<file path="src/rtl/snn_ctrl_pkg.sv">
// Shared state encoding and default sizing for the SNN macro controller family.
package snn_ctrl_pkg;

  typedef enum logic [1:0] {
    IDLE  = 2'd0,
    FETCH = 2'd1,
    WAIT  = 2'd2,
    DONE  = 2'd3
  } seq_state_t;

  localparam int MACRO_LAT       = 4;
  localparam int DEF_NUM_NEURONS = 16;
  localparam int DEF_SPIKE_W     = 256;
  localparam int DEF_CNT_W       = 8;
  localparam int DEF_TIMEOUT     = 15;

endpackage

</file>
<file path="src/rtl/spike_count_bank.sv">
// Bank of saturating per-neuron fire counters with synchronous clear,
// presented as one flattened vector (neuron i at [i*CNT_W +: CNT_W]).
module spike_count_bank
  import snn_ctrl_pkg::*;
#(
  parameter int NUM_NEURONS = DEF_NUM_NEURONS,
  parameter int CNT_W       = DEF_CNT_W
) (
  input  logic                         i_clk,
  input  logic                         i_rst_n,
  input  logic                         i_clr,
  input  logic                         i_inc,
  input  logic [NUM_NEURONS-1:0]       i_hits,
  output logic [NUM_NEURONS*CNT_W-1:0] o_count
);

  for (genvar gi = 0; gi < NUM_NEURONS; gi++) begin : g_cnt
    logic [CNT_W-1:0] r_cnt;

    // Counters stick at all-ones instead of wrapping.
    always_ff @(posedge i_clk or negedge i_rst_n) begin
      if (!i_rst_n) begin
        r_cnt <= '0;
      end else if (i_clr) begin
        r_cnt <= '0;
      end else if (i_inc && i_hits[gi] && (r_cnt != {CNT_W{1'b1}})) begin
        r_cnt <= r_cnt + CNT_W'(1);
      end
    end

    assign o_count[gi*CNT_W +: CNT_W] = r_cnt;
  end

endmodule

</file>
<file path="src/rtl/snn_timestep_sequencer.sv">
// Time-step controller for one CIM inference macro: feeds spike frames,
// pulses EN/FT, collects NEURON_OUT on REQ and reports per-neuron fire counts.
module snn_timestep_sequencer
  import snn_ctrl_pkg::*;
#(
  parameter int NUM_NEURONS = DEF_NUM_NEURONS,
  parameter int SPIKE_W     = DEF_SPIKE_W,
  parameter int CNT_W       = DEF_CNT_W,
  parameter int TIMEOUT     = DEF_TIMEOUT
) (
  input  logic                         i_clk,
  input  logic                         i_rstb,
  input  logic                         i_start,
  input  logic [7:0]                   i_t_steps,
  input  logic                         i_s_valid,
  output logic                         o_s_ready,
  input  logic [SPIKE_W-1:0]           i_s_data,
  input  logic                         i_ms,
  output logic                         o_en,
  output logic                         o_ft,
  output logic [SPIKE_W-1:0]           o_spike_remap,
  input  logic                         i_req,
  input  logic [NUM_NEURONS-1:0]       i_neuron_out,
  output logic                         o_out_valid,
  input  logic                         i_out_ready,
  output logic [NUM_NEURONS*CNT_W-1:0] o_out_count,
  output logic                         o_busy,
  output logic                         o_err
);

  localparam int TMO_W = $clog2(TIMEOUT + 1);

  seq_state_t         r_state;
  logic [7:0]         r_t_steps;
  logic [7:0]         r_step;
  logic [TMO_W-1:0]   r_tmo;
  logic               r_en;
  logic               r_ft;
  logic               r_err;
  logic [SPIKE_W-1:0] r_spike;

  logic               w_accept;
  logic               w_count_inc;
  logic [7:0]         w_step_next;

  assign w_accept    = (r_state == IDLE) && i_start && !i_ms && (i_t_steps != 8'd0);
  assign w_count_inc = (r_state == WAIT) && i_req && !i_ms;
  assign w_step_next = r_step + 8'd1;

  // MS gates the pulse so the macro never sees EN/FT while in memory mode.
  assign o_en          = r_en & ~i_ms;
  assign o_ft          = r_ft & ~i_ms;
  assign o_s_ready     = (r_state == FETCH);
  assign o_out_valid   = (r_state == DONE);
  assign o_busy        = (r_state != IDLE);
  assign o_err         = r_err;
  assign o_spike_remap = r_spike;

  always_ff @(posedge i_clk or negedge i_rstb) begin
    if (!i_rstb) begin
      r_state   <= IDLE;
      r_t_steps <= '0;
      r_step    <= '0;
      r_tmo     <= '0;
      r_en      <= 1'b0;
      r_ft      <= 1'b0;
      r_err     <= 1'b0;
      r_spike   <= '0;
    end else begin
      r_en <= 1'b0;
      r_ft <= 1'b0;
      case (r_state)
        IDLE: begin
          if (w_accept) begin
            r_t_steps <= i_t_steps;
            r_step    <= '0;
            r_err     <= 1'b0;
            r_state   <= FETCH;
          end
        end
        FETCH: begin
          if (i_ms) begin
            r_err   <= 1'b1;
            r_state <= IDLE;
          end else if (i_s_valid) begin
            r_spike <= i_s_data;
            r_en    <= 1'b1;
            r_ft    <= (r_step == 8'd0);
            r_tmo   <= '0;
            r_state <= WAIT;
          end
        end
        // The timeout counter is zero in the EN cycle, so expiry lands at EN+TIMEOUT.
        WAIT: begin
          if (i_ms) begin
            r_err   <= 1'b1;
            r_state <= IDLE;
          end else if (i_req) begin
            r_step  <= w_step_next;
            r_state <= (w_step_next == r_t_steps) ? DONE : FETCH;
          end else if (r_tmo == TMO_W'(TIMEOUT - 1)) begin
            r_err   <= 1'b1;
            r_state <= DONE;
          end else begin
            r_tmo <= r_tmo + TMO_W'(1);
          end
        end
        DONE: begin
          if (i_out_ready) begin
            r_state <= IDLE;
          end
        end
        default: r_state <= IDLE;
      endcase
    end
  end

  spike_count_bank #(
    .NUM_NEURONS (NUM_NEURONS),
    .CNT_W       (CNT_W)
  ) u_count_bank (
    .i_clk   (i_clk),
    .i_rst_n (i_rstb),
    .i_clr   (w_accept),
    .i_inc   (w_count_inc),
    .i_hits  (i_neuron_out),
    .o_count (o_out_count)
  );

endmodule
</file>
<file path="config.mk">
export PLATFORM = sky130hd
export DESIGN_NAME = snn_timestep_sequencer
export DESIGN_NICKNAME = d
export VERILOG_FILES = /design/src/rtl/snn_ctrl_pkg.sv /design/src/rtl/spike_count_bank.sv /design/src/rtl/snn_timestep_sequencer.sv
export SDC_FILE = /design/constraint.sdc
export NUM_CORES = 1
export LEC_CHECK = 0
export ABC_AREA = 1
export CORE_AREA = 4 4 263 265
export CTS_BUF_LIST = sky130_fd_sc_hd__clkbuf_4 sky130_fd_sc_hd__clkbuf_8
export CTS_CLUSTER_SIZE = 40
export DETAILED_ROUTE_END_ITERATION = 7
export DIE_AREA = 0 0 267 269
export SKIP_LAST_GASP = 1
export SLEW_MARGIN = 20
export SYNTH_ARGS = -nofsm -noshare
export SYNTH_HDL_FRONTEND = slang
export SYNTH_SLANG_ARGS = --single-unit
</file>
<file path="constraint.sdc">
create_clock -name i_clk -period 2.6 [get_ports i_clk]
set_clock_uncertainty 0.1 [all_clocks]
set_input_delay 0.52 -clock i_clk [delete_from_list [all_inputs] [get_ports i_clk]]
set_output_delay 0.52 -clock i_clk [all_outputs]
set_load 0.01 [all_outputs]
</file>
==> impl_results.md, run 1 <==
- # setup viols final: 0
- Leakage power: 13.47 nW
- Worst Path Required: 1.98 ns
- Vias/cell: 4.414
- Unrepaired setup endpoints after global routing: false
- Final Non-Filler Cells: 3884
- Sw frac: 35.67%
- Die Wd: 267 um
- Core Util, Final: 42.18%
- First-pass GRT wire length: 103600 um
- Initial drt markers: 1090
- Core area: 0.06680 mm^2
- Critical path startpoint category: flip-flop
- F_max: 0.4049 GHz
- Worst Path Arrival: 1.85 ns
- Outcome: finished clean
- Fraction of layout cells with a size suffix above 1: 8.873%
- GR Util met2: 32.43%
- R2r worst-path depth: 11
- Port Buf Inserts: 676
- Finished Cell Area: 0.02817 mm^2
- Final setup margin: 0.1305 ns
- Total number of vias: 17140
- Initial core utilization: 26.86%
- Synth area leaders: dfrtp_1 (57%), nand2_1 (20%), inv_1 (3.5%)
- GRT overflow: 0
- Clock Latency Late Sink: 0.65 ns
- Worst setup EP type: primary output
- Detailed Route WL: 70600 um
- Mapped Nets: 2483
- P_sw: 0.009931 W
- PD cells: 988.3 mW/mm^2
- Cells after Synth: 2172
- Num ports: 677
- Clock transition at path regs: 0.07 ns
- CTS Sinks: 409
- Ys flop type: dfrtp_1
- FP Rows: 95
- Sequential share of power: 36.2%
- First-pass DRT Iterations: 5
- Inst Count DP: 3744
- Distinct cells, synth: 32
- Synth warnings: 0
- Routed len/inst: 18.18 um
- #FFs+latches synth: 409
- Num CTS Buffers: 79
- HP Class: in -> reg
- Fin crit share: 94.98%
- Final setup TNS: 0 ns
- Pin count of the biggest net entering global routing: 57
- DP Worst Slack: 0.05618 ns
- Kind of critical path: reg -> out
- CTS tree: built
- Root Driver: clkbuf_8
- Maxcap violations: 0
- Total GRT Usage: 18.90%
- Die area: 0.07182 mm^2
- Crit Path Max Fanout: 5
- Met3 GRT Util: 6.533%
- Worst-margin pin slew: 0.5042 ns
- Cell type with the largest total area after synthesis: dfrtp_1
- Detail Route Antenna Nets: 0
- Post-CTS Setup Inserts: 0
- Comb power frac: 40.0%
- Asr flop ratio synth: 100.0%
- Number of enable flip-flop cells after synthesis: 0
- Rel. slew slack: 66.38%
- Final hold vios: 0
- H-tree lvl count: 3
- Die height: 269 um
- Pins Over Slew Limit: 0
- Post-synth top area share: 57.04%
- Minimum clock period: 2.470 ns
- Clock power frac: 23.8%
- Post-synthesis sequential area ratio: 57.04%
- Power Internal: 0.01791 W
- Synthesis-to-finish area growth: 57.02%
- Largest vdd supply drop: 593.7 uV
- GR Util met1: 22.10%
- Drt drc: 0
- Vias in the first global route: 16860
- Synthesized area: 0.01794 mm^2
- Hold path depth: 3
- Placed Area: 0.02653 mm^2
- RePlAce Congestion: 0.8665
- Max Root-Sink Buffers: 3
- Avg Cell Area, Syn: 8.261 um^2
- Post-DP HPWL: 55570 um
- Antenna violations before repair: 16
- NumNets Final: 3264
- Top Usage Layer GRT: met2
[sequential cells by signal (all words and copies together) (netlist names)]
signal                    cells
r_ft                          1
r_en                          1
r_t_steps                     8
o_err                         1
r_step                        8
o_spike_remap               256
u_count_bank.g_cnt.r_cnt    128
r_state                       2
r_tmo                         4
[metrics by stage]
step	total power, W	hold slack, ns
2_1_floorplan	0.01407	0.1244
3_3_place_gp	0.02133	0.3523
3_5_place_dp	0.02144	0.3572
4_1_cts	0.02830	0.2013
5_1_grt	0.02963	0.2358
6_report	0.02784	0.2958
[power groups by stage]
| stage | combinational (W) | clock [W] | sequential [W] |
|---|---|---|---|
| CTS | 0.0113 | 0.00690 | 0.0101 |
| finish | 0.0111 | 0.00664 | 0.0101 |
| global route | 0.0121 | 0.00720 | 0.0104 |
| detailed placement | 0.0113 | 0 | 0.0101 |
| floorplan | 0.00315 | 0 | 0.0109 |
| global placement | 0.0112 | 0 | 0.0101 |
[worst paths after layout]
check                             startpoint                              end  slack [ns]
max reg2reg                       r_state[0]  u_count_bank.g_cnt[10].r_cnt[6]        0.39
max in group asynchronous             i_rstb                o_spike_remap[52]        1.25
min reg2reg                o_spike_remap[13]                o_spike_remap[13]        0.37
min                            i_s_data[226]               o_spike_remap[226]        0.30
max                               r_state[0]                           o_busy        0.13
min in group asynchronous             i_rstb   u_count_bank.g_cnt[2].r_cnt[0]        0.33
[synth_stat cells, types with 3 or more instances]
| cell | number |
|---|---|
| o21ai_0 | 103 |
| clkbuf_1 | 17 |
| xor2_1 | 25 |
| nand2_2 | 4 |
| nand2_4 | 3 |
| nand2_1 | 974 |
| buf_2 | 55 |
| nor3_2 | 7 |
| inv_1 | 169 |
| nor3_1 | 69 |
| ha_1 | 24 |
| nor2_2 | 7 |
| nand4_1 | 21 |
| nor2_1 | 101 |
| o31ai_1 | 4 |
| buf_4 | 3 |
| a21oi_1 | 48 |
| nand3_4 | 3 |
| dfrtp_1 | 409 |
| nand3_1 | 109 |
[routing by layer]
layer  vias up  part of all wire (%)  wire, um
li1       8397                     -         -
met1      7985                    39     27260
met2       618                    50     35060
met3       129                   8.4      5923
met4        14                   3.2      2268
met5         -                  0.13        92
[critical path, stage by stage, from the launching register on]
cell,delay (ns)
dfrtp_1,0.40
inv_1,0.11
ha_1,0.25
inv_1,0.10
dlygate4sd2_1,0.33
[area by class of cell]
| cell class | count | area [um^2] |
|---|---|---|
| antenna | 2 | 5.005 |
| clock buffer | 118 | 1505 |
| clock inverter | 19 | 131.4 |
| fill | 6592 | 38630 |
| inverter | 172 | 653.1 |
| multi-input combinational | 1513 | 6691 |
| sequential | 409 | 10230 |
| tap | 873 | 1092 |
| timing repair buffer | 778 | 7861 |
[what timing repair did]
item / in CTS / in global routing
hold buffers: 1 / 0
setup endpoints to repair: 3 / 0
endpoints found under the hold margin: 34 / 0
gates resized for setup: 3 / 0
[cell families after synthesis]
logic type | Yosys count | share of synthesized area, %
AOI/OAI and AO/OA | 161 | 4.623
xor gates and xnor gates | 26 | 1.269
adders and majority gates | 24 | 1.674
buffers and inverters | 250 | 5.739
DFF | 409 | 57.04
and+or+nand+nor | 1302 | 29.66
[layout by cell type, fill, tap and decap left out, types with 26 or more instances in the layout]
| master | netlist | final |
|---|---|---|
| a21oi_1 | 48 | 48 |
| clkdlybuf4s50_1 | 0 | 672 |
| buf_4 | 3 | 75 |
| nand2_1 | 974 | 973 |
| o21ai_0 | 103 | 103 |
| nor2_1 | 101 | 101 |
| nand3_1 | 109 | 109 |
| nor3_1 | 69 | 69 |
| clkbuf_8 | 0 | 99 |
| inv_1 | 169 | 169 |
| buf_12 | 0 | 26 |
| dfrtp_1 | 409 | 409 |
(Power assumes the default switching activity.)
==> run 2, diff against run 1 <==
CORE_AREA = default   (was 4 4 263 265)
CORE_MARGIN = 4   (was default)
CORE_UTILIZATION = 25   (was default)
DIE_AREA = default   (was 0 0 267 269)
clock period = 2.5 ns   (was 2.6 ns; I/O delays follow)
==> run 2 against run 1 <==
Effect of this change: sequential power is essentially flat; via count shrank 0.94%; combinational power about the same; total power increased by 4.0%; critical path depth down 3; design area shrank 0.48%; largest power group unchanged.
==> impl_results.md, run 2 (synthesis gave the netlist of run 1 again) <==
- Outcome: finished clean
- # setup viols final: 0
- Leakage power: 13.34 nW
- RePlAce Congestion: 0.8857
- Clock power frac: 24.6%
- Total number of vias: 16980
- Num ports: 677
- Largest vdd supply drop: 602.2 uV
- Final setup TNS: 0 ns
- Maxcap violations: 0
- Post-CTS Setup Inserts: 0
- Die area: 0.07612 mm^2
- Pin count of the biggest net entering global routing: 63
- NumNets Final: 3238
- Most frequent cells in the layout: nand2_1 (973), clkdlybuf4s50_1 (672), dfrtp_1 (409), inv_1 (169), nand3_1 (109)
- CP max stage delay: 0.64 ns
- Post-DP HPWL: 54150 um
- Pins Over Slew Limit: 0
- CTS tree: built
- Worst-margin pin slew: 0.5100 ns
- Max reg flops: 256
- Die height: 275.9 um
- Num CTS Buffers: 79
- Sw frac: 35.50%
- Port Buf Inserts: 676
- F_max: 0.4233 GHz
- Initial drt markers: 869
- Minimum clock period: 2.362 ns
- Kind of critical path: reg -> out
- Root Driver: clkbuf_8
- P_sw: 0.01027 W
- Final hold vios: 0
- Fin crit share: 94.49%
- Sequential share of power: 36.0%
- Drt drc: 0
- Routed len/inst: 17.72 um
- Final setup margin: 0.1377 ns
- Worst setup EP type: primary output
- Antenna violations before repair: 30
- Worst Path Required: 1.90 ns
- Synthesis-to-finish area growth: 56.27%
- H-tree lvl count: 3
- DP Worst Slack: 0.05465 ns
- Clock transition at path regs: 0.06 ns
- Die Wd: 275.9 um
- Power Internal: 0.01867 W
- Critical path startpoint category: flip-flop
- Max Root-Sink Buffers: 3
- Worst path bufs/invs: 1
- First-pass DRT Iterations: 5
- Crit Path Max Fanout: 5
- Clock Latency Late Sink: 0.66 ns
- Initial core utilization: 25.40%
- Crit-path cells: clkdlybuf4s50_1
- Vias in the first global route: 16600
- Core area: 0.07064 mm^2
- Detail Route Antenna Nets: 0
- GRT overflow: 0
- CTS Sinks: 409
- Total GRT Usage: 17.53%
- HP Class: in -> reg
- Fraction of layout cells with a size suffix above 1: 8.115%
- CP delay by family, top: buffers and inverters
- Max stage delay cell, worst path: clkdlybuf4s50_1
- Rel. slew slack: 66.00%
- Vias/cell: 4.315
- First-pass GRT wire length: 101200 um
- Detailed Route WL: 69740 um
- Worst Path Arrival: 1.76 ns
- Most common cell after layout, fill and taps aside: nand2_1
- Unrepaired setup endpoints after global routing: false
- Comb power frac: 39.4%
- FP Rows: 97
- PD cells: 1032 mW/mm^2
==> run 2: power by group through the flow <==
| stage | sequential (W) | combinational, W | clock (W) |
|---|---|---|---|
| after floorplan | 0.0114 | 0.00328 | 0 |
| after global placement | 0.0104 | 0.0115 | 0 |
| after detailed placement | 0.0105 | 0.0116 | 0 |
| after CTS | 0.0104 | 0.0116 | 0.00743 |
| after global routing | 0.0107 | 0.0124 | 0.00772 |
| final | 0.0104 | 0.0114 | 0.00713 |
==> run 2: worst paths after layout <==
check	cells past startpoint	end	slack, ns	from
max	1	o_out_count[3]	0.14	u_count_bank.g_cnt[0].r_cnt[3]
min	3	o_spike_remap[114]	0.27	i_s_data[114]
max reg2reg	8	o_spike_remap[97]	0.50	r_state[1]
min reg2reg	2	o_spike_remap[249]	0.37	o_spike_remap[249]
max in group asynchronous	3	o_spike_remap[31]	1.18	i_rstb
min in group asynchronous	2	o_spike_remap[82]	0.29	i_rstb
==> run 2: metal layers <==
metal | vias up | wire (um) | track usage [%]
li1 | 8340 | - | -
met1 | 7829 | 26190 | 19.43
met2 | 599 | 33430 | 29.42
met3 | 188 | 6581 | 7.416
met4 | 26 | 3354 | 7.816
met5 | - | 188 | 0
==> run 2: timing repair <==
action	in CTS	in global routing
endpoints found under the setup margin	3	2
endpoints found under the hold margin	38	0
resized for setup	3	4
hold buffers	1	0
==> run 2: cell type report <==
type	count	area, um^2
fillers	7150	42590
flip-flops and latches	409	10230
repair buffers	752	7571
multi-input cells	1513	6691
clock buffers	116	1484
well taps	940	1176
inverters	172	653.1
clock inverters	20	195.2
diodes	14	35.03
==> run 2: metrics by stage <==
stage                     cell area, um^2  hold slack [ns]  power (W)  utilization (%)  instances
after detailed placement            26330           0.3571    0.02209            37.27       3785
after global routing                28010           0.1942    0.03080            39.66       3924
after CTS                           28010           0.1710    0.02948            39.66       3922
final                               28040           0.2679    0.02895            39.70       3936
after global placement              26330           0.3529    0.02198            37.27       3785
after floorplan                     17940           0.1044    0.01463                -       2172
==> run 2: worst reg2reg max path: stages (launching register included) <==
cell	delay [ns]
dfrtp_1	0.41
inv_1	0.09
ha_1	0.27
nand2_1	0.14
nor2_4	0.26
buf_4	0.24
buf_12	0.25
nand2_1	0.12
nand2_1	0.07
==> run 3, diff against run 2 <==
CTS_CLUSTER_DIAMETER = 60   (was default)
SKIP_CTS_REPAIR_TIMING = 1   (was default)
==> run 3 against run 2 <==
Effect of this change: wire length down 1.7%; sequential share of layout area increased by 0.87 points; final cell count shrank 1.5%; critical path depth is 3 higher; hold slack better by 0.018 ns; design area decreased by 2.3%; total power is 7.1% lower; via count decreased by 1.8%; sequential power is essentially flat; clock power is 29% lower; count of clock-buffer cells in the layout decreased by 69; global-route usage down 0.37 points; critical path type is now in -> out.
==> impl_results.md, run 3 (synthesis gave the netlist of run 1 again) <==
- Outcome: finished clean
- Vias/cell: 4.302
- Area of the multi-input gates: 0.006691 mm^2
- Max stage delay cell, worst path: clkdlybuf4s50_1
- Worst r2r src: r_state[0]
- GRT overflow: 0
- Root Driver: clkbuf_8
- Hold slack: 0.2861 ns
- Worst setup EP type: primary output
- Crit path top cell by count: clkdlybuf4s50_1
- Worst Path Arrival: 1.75 ns
- Antenna violations before repair: 30
- Die area: 0.07612 mm^2
- GR Util met1: 19.40%
- Detail Route Antenna Nets: 0
- Crit Path Max Fanout: 9
- CTS Sinks: 409
- Core area: 0.07064 mm^2
- Kind of critical path: in -> out
- Most frequent cells in the layout: nand2_1 (973), clkdlybuf4s50_1 (672), dfrtp_1 (409), inv_1 (169), nand3_1 (109)
- Num ports: 677
- Detailed Route WL: 68560 um
- Initial drt markers: 941
- FP Rows: 97
- Worst-margin pin slew: 0.5166 ns
- Final hold vios: 0
- CP startpoint: i_ms
- Port Buf Inserts: 676
- Worst path bufs/invs: 3
- CP max stage delay: 0.54 ns
- Worst Path Required: 1.90 ns
- Post-DP HPWL: 54150 um
- Most common cell after layout, fill and taps aside: nand2_1
- Total number of vias: 16670
- Core Util, Final: 38.78%
- Crit-path cells: clkdlybuf4s50_1 > buf_12 > nor2_1 > clkdlybuf4s50_1
- CP delay by family, top: buffers and inverters
- Die Wd: 275.9 um
- Max reg flops: 256
- Unrepaired setup endpoints after global routing: false
- H-tree lvl count: 2
- NumNets Final: 3201
- Num CTS Buffers: 42
- Design Power: 0.02689 W
- Fin crit share: 94.12%
- HP Class: in -> reg
- Fraction of layout cells with a size suffix above 1: 6.160%
- Routed len/inst: 17.69 um
- Clock transition at path regs: 0.11 ns
- # setup viols final: 0
- Met3 GRT Util: 6.377%
- Minimum clock period: 2.353 ns
- CTS tree: built
- Pin count of the biggest net entering global routing: 63
- Vias in the first global route: 16180
- Largest vdd supply drop: 640.6 uV
- Rel. slew slack: 65.56%
- Synthesis-to-finish area growth: 52.65%
- Total GRT Usage: 17.15%
- Die height: 275.9 um
- Leakage power: 12.97 nW
- Final setup TNS: 0 ns
- Critical path startpoint category: input pin
- Max Root-Sink Buffers: 3
- RePlAce Congestion: 0.8857
- Drt drc: 0
- Hold_sp: i_s_data[149]
- First-pass DRT Iterations: 5
- First-pass GRT wire length: 99510 um
- GR Util met2: 29.25%
- Sequential standard cell area: 0.01023 mm^2
- Maxcap violations: 0
- PD cells: 981.7 mW/mm^2
- Top Usage Layer GRT: met2
- Clock Latency Late Sink: 0.62 ns
- Initial core utilization: 25.40%
- F_max: 0.4250 GHz
- Fill count: 7177
- Pins Over Slew Limit: 0
run 3: power by group:
part | leakage (nW) | internal (W) | switching, W | total [W]
combinational | 7.22 | 0.00569 | 0.00572 | 0.0114
clock | 0.490 | 0.00227 | 0.00282 | 0.00509
sequential | 5.26 | 0.00893 | 0.00146 | 0.0104
total | 13.0 | 0.0169 | 0.00999 | 0.0269
run 3: layout make-up:
cell class | count | area share [%]
timing repair buffer | 752 | 27.71
inverter | 172 | 2.384
tap | 940 | 4.294
clock buffer | 47 | 2.316
antenna | 14 | 0.1279
clock inverter | 29 | 1.375
multi-input combinational | 1513 | 24.43
sequential | 409 | 37.37
run 3: worst register-to-register path, cell delays in order (launching register included):
cell,delay (ns)
dfrtp_1,0.41
inv_1,0.11
ha_1,0.23
nand2_4,0.09
nor2_8,0.11
buf_4,0.17
nand3_1,0.18
nor2_1,0.18
nand2_1,0.10
o21ai_0,0.21
a21oi_1,0.06
run 3: per-layer routing:
| metal | vias to the layer above | wire length (um) |
|---|---|---|
| li1 | 8246 | - |
| met1 | 7712 | 26050 |
| met2 | 540 | 33210 |
| met3 | 143 | 6051 |
| met4 | 32 | 2985 |
| met5 | - | 258 |
run 3: final timing paths:
path | to | slack [ns] | cells past startpoint
worst min register to register | o_spike_remap[162] | 0.37 | 2
worst max register to register | u_count_bank.g_cnt[9].r_cnt[6] | 0.41 | 10
worst max-delay path | o_en | 0.15 | 4
worst min-delay path | o_spike_remap[149] | 0.29 | 3
max in group asynchronous | o_spike_remap[39] | 1.15 | 3
min in group asynchronous | o_spike_remap[176] | 0.31 | 2
run 3: stage by stage:
| step | cell area (um^2) | instances | worst slack [ns] |
|---|---|---|---|
| floorplan | 17940 | 2172 | 0.7058 |
| global placement | 26330 | 3785 | 0.1204 |
| detailed placement | 26330 | 3785 | 0.05465 |
| CTS | 27340 | 3861 | -0.2761 |
| global route | 27360 | 3865 | 0.04300 |
| finish | 27390 | 3876 | 0.1470 |
